[config.mk]
export PLATFORM = sky130hd
export DESIGN_NAME = memory_data_buffer
export DESIGN_NICKNAME = d
export VERILOG_FILES = /design/src/rtl/memory_data_buffer.sv
export SDC_FILE = /design/constraint.sdc
export NUM_CORES = 1
export LEC_CHECK = 0
export CORE_AREA = 8 8 107 109
export CTS_CLUSTER_SIZE = 28
export DETAILED_ROUTE_END_ITERATION = 6
export DIE_AREA = 0 0 115 117
export PLACE_DENSITY = 0.93
export REMOVE_ABC_BUFFERS = 1
export SYNTH_ARGS = -nofsm -noshare
export SYNTH_HDL_FRONTEND = slang
export SYNTH_SLANG_ARGS = --single-unit
export TNS_END_PERCENT = 20
[constraint.sdc]
create_clock -name clock -period 6.8 [get_ports clock]
set_clock_uncertainty 0.15 [all_clocks]
set_input_delay 1.36 -clock clock [delete_from_list [all_inputs] [get_ports clock]]
set_output_delay 1.36 -clock clock [all_outputs]
set_load 0.01 [all_outputs]
[src/rtl/memory_data_buffer.sv]
// -----------------------------------------------------------------------------
// memory_data_buffer
//
// Purpose:
//   Parametrised successor to the single-word memory data register (MDR).
//   Sits between the data memory read port and the CPU write-back mux.
//   Read data is captured with a valid/ready handshake into a DEPTH-entry
//   FIFO. This lets the control FSM issue back-to-back loads without losing
//   data. A word pushed at a clock edge is visible on data_out right after
//   that edge, which is the same one-cycle latency as the old MDR. There is
//   no combinational bypass from mem_data to data_out.
//
// Configuration macro:
//   MDB_LANE_EXTRACT_EN
//     Defined:   byte/halfword lanes are selected by ld_offset at capture
//                time and sign/zero extended. The FIFO holds the final value.
//     Undefined: every entry stores mem_data unchanged. ld_size, ld_signed
//                and ld_offset are ignored but remain ports. Handshake and
//                timing are identical in both builds.
//
// Parameters:
//   W      data width in bits (multiple of 16, >= 16)
//   DEPTH  FIFO entries (power of 2, >= 2)
//
// Ports:
//   clock      in   rising-edge clock
//   resetn     in   synchronous reset, active-low
//   flush      in   synchronous clear of all entries (below reset in priority)
//   mem_valid  in   mem_data is valid this cycle
//   mem_ready  out  buffer can accept (not full); forced 0 while in reset
//   mem_data   in   raw memory read word
//   ld_size    in   0=byte 1=half 2=word 3=word (reserved)
//   ld_signed  in   1=sign-extend, 0=zero-extend
//   ld_offset  in   byte address low bits of the load
//   out_valid  out  data_out holds the oldest entry
//   out_ready  in   consumer takes the oldest entry this cycle
//   data_out   out  oldest entry, 0 when out_valid=0
//   count      out  number of entries held
// -----------------------------------------------------------------------------
module memory_data_buffer #(
  parameter int W     = 32,
  parameter int DEPTH = 4,
  localparam int OFS_W = $clog2(W / 8),
  localparam int PTR_W = $clog2(DEPTH),
  localparam int CNT_W = $clog2(DEPTH) + 1
) (
  input  logic             clock,
  input  logic             resetn,
  input  logic             flush,
  input  logic             mem_valid,
  output logic             mem_ready,
  input  logic [W-1:0]     mem_data,
  input  logic [1:0]       ld_size,
  input  logic             ld_signed,
  input  logic [OFS_W-1:0] ld_offset,
  output logic             out_valid,
  input  logic             out_ready,
  output logic [W-1:0]     data_out,
  output logic [CNT_W-1:0] count
);

  localparam logic [CNT_W-1:0] FULL_COUNT = CNT_W'(DEPTH);

  logic [W-1:0]     storage [DEPTH];
  logic [PTR_W-1:0] wr_ptr;
  logic [PTR_W-1:0] rd_ptr;
  logic [CNT_W-1:0] count_q;
  logic [W-1:0]     push_value;
  logic             push;
  logic             pop;

  // Handshake status is derived from the registered count only, so there is
  // no combinational path from out_ready to mem_ready. When full, mem_ready
  // stays low even if the consumer pops in the same cycle. Both flags are
  // held low while reset is asserted.
  always_comb begin
    mem_ready = resetn && (count_q != FULL_COUNT);
    out_valid = resetn && (count_q != '0);
    push      = mem_valid && mem_ready;
    pop       = out_valid && out_ready;
    count     = count_q;
    data_out  = out_valid ? storage[rd_ptr] : '0;
  end

`ifdef MDB_LANE_EXTRACT_EN
  logic [7:0]       byte_lane;
  logic [15:0]      half_lane;
  logic [OFS_W-1:0] half_idx;

  // Lane selection happens at capture, so the FIFO stores the value
  // already extended. For halfword loads the offset LSB is dropped. This
  // selects the aligned halfword that contains the addressed byte.
  always_comb begin
    half_idx   = ld_offset >> 1;
    byte_lane  = mem_data[8 * int'(ld_offset) +: 8];
    half_lane  = mem_data[16 * int'(half_idx) +: 16];
    push_value = mem_data;
    case (ld_size)
      2'd0:    push_value = {{(W - 8){ld_signed & byte_lane[7]}}, byte_lane};
      2'd1:    push_value = {{(W - 16){ld_signed & half_lane[15]}}, half_lane};
      default: push_value = mem_data;
    endcase
  end
`else
  logic unused_ld_fields;

  // Without lane extraction every entry stores the raw word. The load
  // qualifiers are kept as ports so the interface is identical.
  always_comb begin
    push_value       = mem_data;
    unused_ld_fields = ^{ld_size, ld_signed, ld_offset};
  end
`endif

  // The storage array is deliberately not reset. Entries only become
  // observable after the count says they were written. A push in a flush
  // cycle is discarded, so the array is left untouched in that case.
  always_ff @(posedge clock) begin
    if (push && !flush) begin
      storage[wr_ptr] <= push_value;
    end
  end

  // Pointer and count bookkeeping. Priority is reset, then flush, then
  // push/pop. Pointers wrap naturally because DEPTH is a power of two. The
  // count cannot exceed DEPTH because push is gated by mem_ready, and it
  // cannot underflow because pop is gated by out_valid.
  always_ff @(posedge clock) begin
    if (!resetn) begin
      wr_ptr  <= '0;
      rd_ptr  <= '0;
      count_q <= '0;
    end else if (flush) begin
      wr_ptr  <= '0;
      rd_ptr  <= '0;
      count_q <= '0;
    end else begin
      if (push) begin
        wr_ptr <= wr_ptr + 1'b1;
      end
      if (pop) begin
        rd_ptr <= rd_ptr + 1'b1;
      end
      if (push && !pop) begin
        count_q <= count_q + 1'b1;
      end else if (pop && !push) begin
        count_q <= count_q - 1'b1;
      end
    end
  end

endmodule
==> impl_results.md <==
* Share of cells above drive strength 1 at 22.2%
* Reg2reg setup slack at 4.27 ns
* Die area at 13500 sq um
* Die Height at 117 um
* VDD IR-drop max at 0.162 mV
* CP peak stage delay at 0.64 ns
* Syn avg cell area at 21.5 sq um
* Seq/Total Area, Yosys at 73.5%
* WL met3 at 581 um
* Final count of negative-setup-slack endpoints at 0
* Crit path top cell by count: clkdlybuf4s50_1
* Outcome: complete, no violations
* Power density cells at 277 nW/um^2
* # fillers at 661
* Initial antenna violation count at 0
* GR Util All Layers at 15.1%
* Yosys warns at 0
* First-pass GRT wire length at 14700 um
* CTS tree: built
* Remaining Overflow, GRT at 0
* Largest cells by area after synthesis: edfxtp_1 70%, mux4_2 12%, dfxtp_1 3.3%
* Pins Over Slew Limit at 0
* Post-synth EDFFs at 128
* Hold Buf Count CTS at 0
* Sw Pwr at 361 uW
* Critical Path Source: resetn
* Most common cell in the netlist: edfxtp_1
* HPWL Detailed at 5550 um
* Async set-reset flop share out of synthesis at 0%
* Io pins at 79
* Post-synth top area cell: edfxtp_1
* Antenna cells at 0
* Reg2Reg Depth at 8
* Required time worst endpoint at 5.29 ns
* Top sig layer: met4
* Crit path DAT at 3.26 ns
* Crit Path Class: input pin to output port
* Slew HR at 38.1%
* CTS H-tree depth at 4
* Hold path depth at 2
* I/O Buffers at 73
* Via count at 2614
* Clk root buf: clkbuf_8
* Vias/cell at 5.37
* Final hold violations at 0
* Worst-Skew Late Latency at 0.51 ns
* Critical Path Sink Type: output port
* Met2 routed WL at 4910 um
* Fmax at 209 MHz
* Final worst path period share at 70.2%
* Internal Power at 1540 uW
* Main synth FF type: edfxtp_1
* CP cell instances: clkdlybuf4s50_1, o31ai_4, buf_4, nor2b_1, clkdlybuf4s50_1
* Gpl congestion at 0.725
* Combinational fraction of design power at 5.3%
* Sw Share at 19.0%
* Most frequent cells after synthesis: 128 x edfxtp_1, 30 x mux4_2, 22 x nor2b_1
* Min Clock Period, post-route at 4.77 ns
* CP max FO at 35
* Post-CTS sizing at 0
* Distinct cells, synth at 25
* Register share of total power at 49.3%
* Seq cells post-synth at 137
* Initial Utilization at 55.3%
* Pin count of the biggest net entering global routing at 36
* Clock sink count at 137
* MaxCap Viol Count at 0
* Total core area at 9910 sq um
* Drt first pass iters at 4
* Pwr Total at 1900 uW
* WHS Endpoint: rd_ptr[1]
* Fin nets at 387
* Actual slew at the worst max-slew pin at 0.928 ns
* Wirelength, routed at 9520 um
* Iter 0 DRT Violations at 142
* Cell Rows at 37
* Post-Syn Area at 5480 sq um
* Num CTS Buffers at 17
* Unrepaired setup endpoints after global routing: no
* Leakage power at 0.00219 uW
* Met1 WL at 3920 um
* Final ANT Viol Nets at 0
* WL per Instance at 19.5 um
* CP max-delay cell: clkdlybuf4s50_1
* TNS Setup at 0 ns
* Hold path startpoint: rd_ptr[1]
* Mapped Cells at 255
* Reg clk slew, reported paths at 0.06 ns
* DRC Markers at 0
* Reg2reg start: count[0]
* Share of the synthesized area in the top cell type at 70.2%
* Hold Path Class: flip-flop to flip-flop
* Post-CTS setup buffer count at 0
* Area grow syn2layout at 25.1%
* CP startpoint kind: input pin
* Clock Power Share at 45.4%
* Die width at 115 um
* Number of global-route vias before repair at 2842
* FF-to-FF End: count[2]
* Max clock buf depth at 2
-- worst max path at each step --
stage                   end  slack, ns  cells past startpoint
2_1_floorplan   data_out[0]       3.02                      2
3_3_place_gp    data_out[6]       2.06                      5
3_5_place_dp    data_out[6]       2.02                      5
4_1_cts        data_out[21]       2.03                      5
5_1_grt        data_out[21]       1.95                      5
6_report       data_out[21]       2.03                      5
-- logic make-up (layout without fill, tap and decap cells) --
| logic type | after synthesis | after routing | share of synthesized area, % |
|---|---|---|---|
| buf+inv | 14 | 110 | 2.24 |
| flops | 137 | 137 | 73.5 |
| compound gates | 8 | 8 | 1.23 |
| simple gates | 53 | 53 | 7.38 |
| mux | 34 | 34 | 13.7 |
| fa+ha+maj | 6 | 6 | 1.51 |
| xor+xnor | 3 | 3 | 0.480 |
-- through the flow --
step           std cells  setup slack, ns  area (sq um)  hold WS, ns  util, %
2_1_floorplan        245             3.02          5370        0.309        -
3_3_place_gp         456             2.06          6290        0.310     63.5
3_5_place_dp         456             2.02          6290        0.339     63.5
4_1_cts              487             2.03          6850        0.350     69.1
5_1_grt              487             1.95          6850        0.399     69.1
6_report             487             2.03          6850        0.360     69.1
-- sequential cells by signal (all words and copies together) (netlist names), named ones only --
register and count:
count 3, rd_ptr 2, storage 128, wr_ptr 2
-- cell usage in the layout, fill, tap and decap left out, types with 3 or more instances in the layout --
master and n:
nor2b_1 22, clkinv_2 3, dfxtp_1 7, nor2_1 5
nor2b_4 12, clkdlybuf4s50_1 73, or3_1 3, clkbuf_1 4
and2_2 4, nand2_1 4, bufinv_16 3, clkbuf_16 16
edfxtp_1 128, xor2_1 3, ha_1 5, a21oi_1 3
mux4_2 30, inv_1 4, o21ai_0 3
-- critical path, delay by kind of cell --
kind,cells,cell delay (ns)
compound gates,1,0.11
buf+inv,3,1.55
simple gates,1,0.25
-- layout make-up --
| class | instances | area (sq um) | area share, % |
|---|---|---|---|
| repair buffers | 75 | 746 | 10.9 |
| inverters | 4 | 15.0 | 0.219 |
| flip-flops and latches | 137 | 4030 | 58.8 |
| multi-input cells | 104 | 1330 | 19.5 |
| well taps | 136 | 170 | 2.48 |
| clock inverters | 10 | 128 | 1.86 |
| clock buffers | 21 | 429 | 6.27 |
-- power groups by stage --
stage	clock, uW	sequential [uW]	combinational [uW]
2_1_floorplan	0	954	41.8
3_3_place_gp	0	952	96.4
3_5_place_dp	0	953	101
4_1_cts	873	936	101
5_1_grt	916	937	108
6_report	863	936	100
-- metal layers --
metal | global-route usage (%) | vias to the layer above
met4 | 6.92 | 0
met1 | 17.0 | 1344
met2 | 25.2 | 69
li1 | - | 1190
met5 | 0 | -
met3 | 5.90 | 11
(Power assumes the default switching activity.)
